[src/rtl/cpu_mem_pkg.sv]
// Shared types and constants for the CPU memory-side blocks (ROM arbiter and friends).
package cpu_mem_pkg;

    localparam int ADDR_W_DEFAULT = 16;
    localparam int DATA_W_DEFAULT = 8;

    // Byte returned for unimplemented ROM space; decodes as a harmless instruction.
    localparam logic [7:0] NOP_OPCODE = 8'h00;

    typedef enum logic [1:0] {
        IDLE   = 2'd0,
        ACCESS = 2'd1,
        RESP   = 2'd2
    } arb_state_t;

    typedef enum logic {
        REQ_FETCH = 1'b0,
        REQ_DATA  = 1'b1
    } req_id_t;

endpackage

[src/rtl/rom_arb_priority.sv]
// Grant selection between fetch and data-read ports, with a starvation guard for fetch.
module rom_arb_priority
    import cpu_mem_pkg::*;
#(
    parameter int STARVE_LIMIT = 4
) (
    input  logic    clk,
    input  logic    rst_n,
    input  logic    if_req,
    input  logic    dr_req,
    input  logic    arbitrate,
    output req_id_t grant_id,
    output logic    grant_valid
);

    localparam int CNT_W = 4;

    logic [CNT_W-1:0] starve_cnt;
    logic             starved;

    // NOTE: every output of an always_comb is assigned on every path, so no latch is inferred.
    always_comb begin
        starved     = (starve_cnt == CNT_W'(STARVE_LIMIT));
        grant_valid = if_req | dr_req;
        grant_id    = (dr_req && !(if_req && starved)) ? REQ_DATA : REQ_FETCH;
    end

    // Counts data grants taken while fetch was waiting; any fetch grant or idle fetch clears it.
    always_ff @(posedge clk or negedge rst_n) begin
        if (!rst_n) begin
            starve_cnt <= '0;
        end else if (arbitrate && grant_valid) begin
            if (grant_id == REQ_DATA && if_req) begin
                if (!starved) begin
                    starve_cnt <= starve_cnt + CNT_W'(1);
                end
            end else begin
                starve_cnt <= '0;
            end
        end
    end

endmodule

[src/rtl/rom_access_arbiter.sv]
// Shares the asynchronous-read program ROM between instruction fetch and execute-stage data reads.
module rom_access_arbiter
    import cpu_mem_pkg::*;
#(
    parameter int ADDR_W       = ADDR_W_DEFAULT,
    parameter int DATA_W       = DATA_W_DEFAULT,
    parameter int WAIT_STATES  = 0,
    parameter int STARVE_LIMIT = 4,
    parameter int ROM_DEPTH    = 65536
) (
    input  logic              clk,
    input  logic              rst_n,
    input  logic              if_req,
    input  logic [ADDR_W-1:0] if_addr,
    output logic              if_ack,
    output logic [DATA_W-1:0] if_rdata,
    input  logic              dr_req,
    input  logic [ADDR_W-1:0] dr_addr,
    output logic              dr_ack,
    output logic [DATA_W-1:0] dr_rdata,
    output logic [ADDR_W-1:0] rom_addr,
    input  logic [DATA_W-1:0] rom_data,
    output logic              addr_err,
    output logic              busy,
    output logic              grant_id
);

    localparam int WAIT_W = 3;

    arb_state_t        state;
    logic [WAIT_W-1:0] wait_cnt;
    req_id_t           grant_sel;
    logic              grant_valid;
    logic              out_of_range;
    logic [DATA_W-1:0] rd_byte;

    rom_arb_priority #(
        .STARVE_LIMIT(STARVE_LIMIT)
    ) u_priority (
        .clk        (clk),
        .rst_n      (rst_n),
        .if_req     (if_req),
        .dr_req     (dr_req),
        .arbitrate  (state == IDLE),
        .grant_id   (grant_sel),
        .grant_valid(grant_valid)
    );

    // rom_addr holds the address latched at grant, so range check and data belong to the same access.
    assign out_of_range = (33'(rom_addr) >= 33'(ROM_DEPTH));
    assign rd_byte      = out_of_range ? DATA_W'(NOP_OPCODE) : rom_data;

    // NOTE: sequential state uses non-blocking assignments so every register samples pre-edge values.
    always_ff @(posedge clk or negedge rst_n) begin
        if (!rst_n) begin
            state    <= IDLE;
            wait_cnt <= '0;
            rom_addr <= '0;
            if_rdata <= '0;
            dr_rdata <= '0;
            if_ack   <= 1'b0;
            dr_ack   <= 1'b0;
            addr_err <= 1'b0;
            busy     <= 1'b0;
            grant_id <= REQ_FETCH;
        end else begin
            case (state)
                IDLE: begin
                    if (grant_valid) begin
                        rom_addr <= (grant_sel == REQ_DATA) ? dr_addr : if_addr;
                        grant_id <= grant_sel;
                        wait_cnt <= WAIT_W'(WAIT_STATES);
                        busy     <= 1'b1;
                        state    <= ACCESS;
                    end
                end
                ACCESS: begin
                    if (wait_cnt != '0) begin
                        wait_cnt <= wait_cnt - WAIT_W'(1);
                    end else begin
                        if (grant_id == REQ_DATA) begin
                            dr_rdata <= rd_byte;
                            dr_ack   <= 1'b1;
                        end else begin
                            if_rdata <= rd_byte;
                            if_ack   <= 1'b1;
                        end
                        addr_err <= out_of_range;
                        state    <= RESP;
                    end
                end
                RESP: begin
                    // Requests are ignored here: the acked requester still shows req this cycle.
                    if_ack   <= 1'b0;
                    dr_ack   <= 1'b0;
                    addr_err <= 1'b0;
                    busy     <= 1'b0;
                    state    <= IDLE;
                end
                default: begin
                    state <= IDLE;
                end
            endcase
        end
    end

endmodule

[config.mk]
export PLATFORM = sky130hd
export DESIGN_NAME = rom_access_arbiter
export DESIGN_NICKNAME = d
export VERILOG_FILES = /design/src/rtl/cpu_mem_pkg.sv /design/src/rtl/rom_arb_priority.sv /design/src/rtl/rom_access_arbiter.sv
export SDC_FILE = /design/constraint.sdc
export NUM_CORES = 1
export LEC_CHECK = 0
export ABC_AREA = 1
export CAP_MARGIN = 10
export CELL_PAD_IN_SITES_DETAIL_PLACEMENT = 0
export CELL_PAD_IN_SITES_GLOBAL_PLACEMENT = 1
export CORE_ASPECT_RATIO = 1.75
export CORE_MARGIN = 2
export CORE_UTILIZATION = 36
export DETAILED_ROUTE_END_ITERATION = 6
export PLACE_DENSITY_LB_ADDON = 0.1
export SLEW_MARGIN = 10
export SYNTH_ARGS = -nofsm -noshare
export SYNTH_HDL_FRONTEND = slang
export SYNTH_SLANG_ARGS = --single-unit
[constraint.sdc]
create_clock -name clk -period 2.64 [get_ports clk]
set_input_delay 0.396 -clock clk [delete_from_list [all_inputs] [get_ports clk]]
set_output_delay 0.396 -clock clk [all_outputs]
set_load 0.01 [all_outputs]
==> impl_metrics.py <==
metrics = {
    "min_path": {
        "hp-class": "in -> async",
    },
    "critical_path": {
        "crit_chain": "clkdlybuf4s50_1",
        "regToRegEndpoint": "rom_addr[10]",
        "cp_data_required_time_ns": 2.24,
        "startpoint_type": "flop",
        "worstPathArrival_ns": 1.26,
        "cp_num_buf_inv": 1,
        "regToRegStartpoint": "u_priority.starve_cnt[0]",
        "critPathKind": "reg -> out",
        "reg2reg_slack_ns": 1.07,
        "slowest_delay_ns": 0.56,
        "end_kind": "primary output",
        "critPathTopFamily": "buffers and inverters",
        "r2r_cells": 9,
        "slowest_stage": "clkdlybuf4s50_1",
        "cp_max_fo": 4,
    },
    "timing": {
        "fin_skew_ns": 0.00278,
        "fin_tns_setup_ns": 0,
        "hold_viol": 0,
        "max_freq_mhz": 604,
        "finalSetupViolations": 0,
        "rsz0062_at_grt": "no",
        "min_period_ns": 1.66,
        "tightestPinTransition_ns": 0.578,
        "slew_headroom_pct": 61.5,
        "finalMaxSlewViolations": 0,
        "finalCritPeriodShare_pct": 62.7,
    },
    "yosys": {
        "synth_area_per_cell_sq_um": 8.54,
        "synth_seq_area_share_pct": 46.9,
        "post-synth-top-count-cell": "nand2_1",
        "synthTopCellsByArea": "dfrtp_1 47%, nand2_1 13%, nand3_2 7.9%",
        "yosysWarnings": 0,
        "synth_area_leader_cell": "dfrtp_1",
        "synth_flop_cell": "dfrtp_1",
        "synth_nets": 329,
        "ys_async_sr_fraction_pct": 100,
        "synth_cells": 281,
        "synth_area_sq_um": 2400,
        "synthTopCellsByCount": "84 x nand2_1, 45 x dfrtp_1, 42 x inv_1, 26 x nand3_1, 21 x nand2_2",
        "synth_top_area_share_pct": 46.9,
        "synth_edf_count": 0,
        "ys_types": 28,
        "ys_seq_elements": 45,
    },
    "floorplan": {
        "initial_core_util_pct": 37.0,
        "rows": 39,
        "io_pins": 81,
        "fp.coreArea_sq_um": 6490,
        "die_h_um": 112,
        "dieArea_sq_um": 7360,
        "die_w_um": 65.7,
    },
    "grt": {
        "overflow": 0,
        "grt_max_degree": 46,
        "globalRouteTotalUtil_pct": 16.0,
        "grt_pass1_vias": 1987,
        "antenna_found_initial": 0,
        "grt_pass1_wl_um": 9090,
    },
    "pwr": {
        "p_leak_nw": 1.72,
        "power.density_nw_per_um2": 1080,
        "peakVddDrop_v": 0.000467,
    },
    "clock_tree": {
        "cts_setup_buffers": 0,
        "cts.reportedPaths.clkPinSlew_ns": 0.06,
        "cts_buffers": 5,
        "clock_sinks": 45,
        "cts_max_path_buffers": 2,
        "ctsResizeCount": 0,
        "root_buffer": "clkbuf_16",
        "holdBufCountCts": 0,
        "clock_latency_ns": 0.28,
        "cts_tree": "yes",
        "htreeDepth": 2,
    },
    "detailed_routing": {
        "wl_um": 5390,
        "num_vias": 1992,
        "wl_per_cell_um": 12.1,
        "drcViolationCount": 0,
        "ant_nets": 0,
        "dr.pass1.iters": 4,
        "via_per_inst": 4.49,
        "drtIter0Drc": 80,
    },
    "layout": {
        "area_growth_pct": 41.5,
        "drive_above_1_share_pct": 17.4,
        "fin_util_pct": 52.4,
        "fill_cells": 606,
        "finalNetCount": 409,
        "diodes": 0,
    },
    "job": {
        "drv_cap": 0,
    },
    "placed_design": {
        "gp_congestion": 0.752,
        "portBuffers": 79,
        "hpwlAfterDp_um": 4010,
    },
    "run_status": {
        "status": "complete, no violations",
    },
}
kinds of logic after synthesis:
| group | count (synthesis) | synth area share, % |
|---|---|---|
| AOI/OAI and AO/OA | 12 | 3.13 |
| DFF | 45 | 46.9 |
| and+or+nand+nor | 160 | 35.8 |
| other | 1 | 0.156 |
| adders and majority gates | 4 | 2.08 |
| xor gates and xnor gates | 2 | 0.730 |
| buffers and inverters | 57 | 11.2 |
registers in the layout, indices dropped and copies added, names as in the netlist:
register / cells
rom_addr: 16
dr_rdata: 8
if_rdata: 8
u_priority.starve_cnt: 4
wait_cnt: 3
state: 2
busy: 1
dr_ack: 1
grant_id: 1
if_ack: 1
stage by stage:
| stage | instances | worst slack [ns] | total power [W] | instance area, sq um | hold slack (ns) |
|---|---|---|---|---|---|
| 2_1_floorplan | 281 | 1.32 | 0.00219 | 2400 | 0.100 |
| 3_3_place_gp | 436 | 0.796 | 0.00298 | 3230 | 0.453 |
| 3_5_place_dp | 436 | 0.767 | 0.00300 | 3230 | 0.460 |
| 4_1_cts | 444 | 0.961 | 0.00375 | 3400 | 0.218 |
| 5_1_grt | 444 | 0.914 | 0.00396 | 3400 | 0.254 |
| 6_report | 444 | 0.984 | 0.00367 | 3400 | 0.198 |
power by group:
group,leakage [nW],switching [W],internal (W),total (W)
logic,1.09,0.000888,0.000836,0.00172
clock network,0.0841,0.000247,0.000473,0.000720
registers,0.554,0.000203,0.00102,0.00122
metal layers:
layer	global-route usage [%]	vias to the layer above	routed length, um
li1	-	1013	-
met1	16.4	917	2120
met2	30.9	55	2950
met3	2.71	7	226
met4	6.11	0	91
met5	0	-	0
layout by cell type (no fill, tap or decap), types with 2 or more instances in the layout:
cell,n
nand2_1,84
clkdlybuf4s50_1,78
dfrtp_1,45
inv_1,42
nand3_1,26
nand2_2,21
nand3_2,19
o21ai_0,5
clkbuf_16,5
inv_2,4
o21ai_1,4
ha_1,4
nor2_1,3
buf_4,3
xor2_1,2
nand4_1,2
worst max-delay path by stage:
stage                      startpoint           end  depth (start not counted)
after floorplan           wait_cnt[0]   dr_rdata[2]                          8
after global placement         if_req   rom_addr[8]                          8
after detailed placement       if_req  rom_addr[10]                          8
after CTS                    grant_id      grant_id                          1
after global routing         grant_id      grant_id                          1
final                        grant_id      grant_id                          1
layout make-up:
class                           count  area, sq um  area share [%]
Timing Repair Buffer               82          808            23.8
Inverter                           48          183            5.38
Tap cell                           82          103            3.02
Multi-Input combinational cell    179         1010            29.6
Clock buffer                        7          143            4.20
Sequential cell                    45         1130            33.1
Clock inverter                      1         30.0           0.884
(Power assumes the default switching activity.)
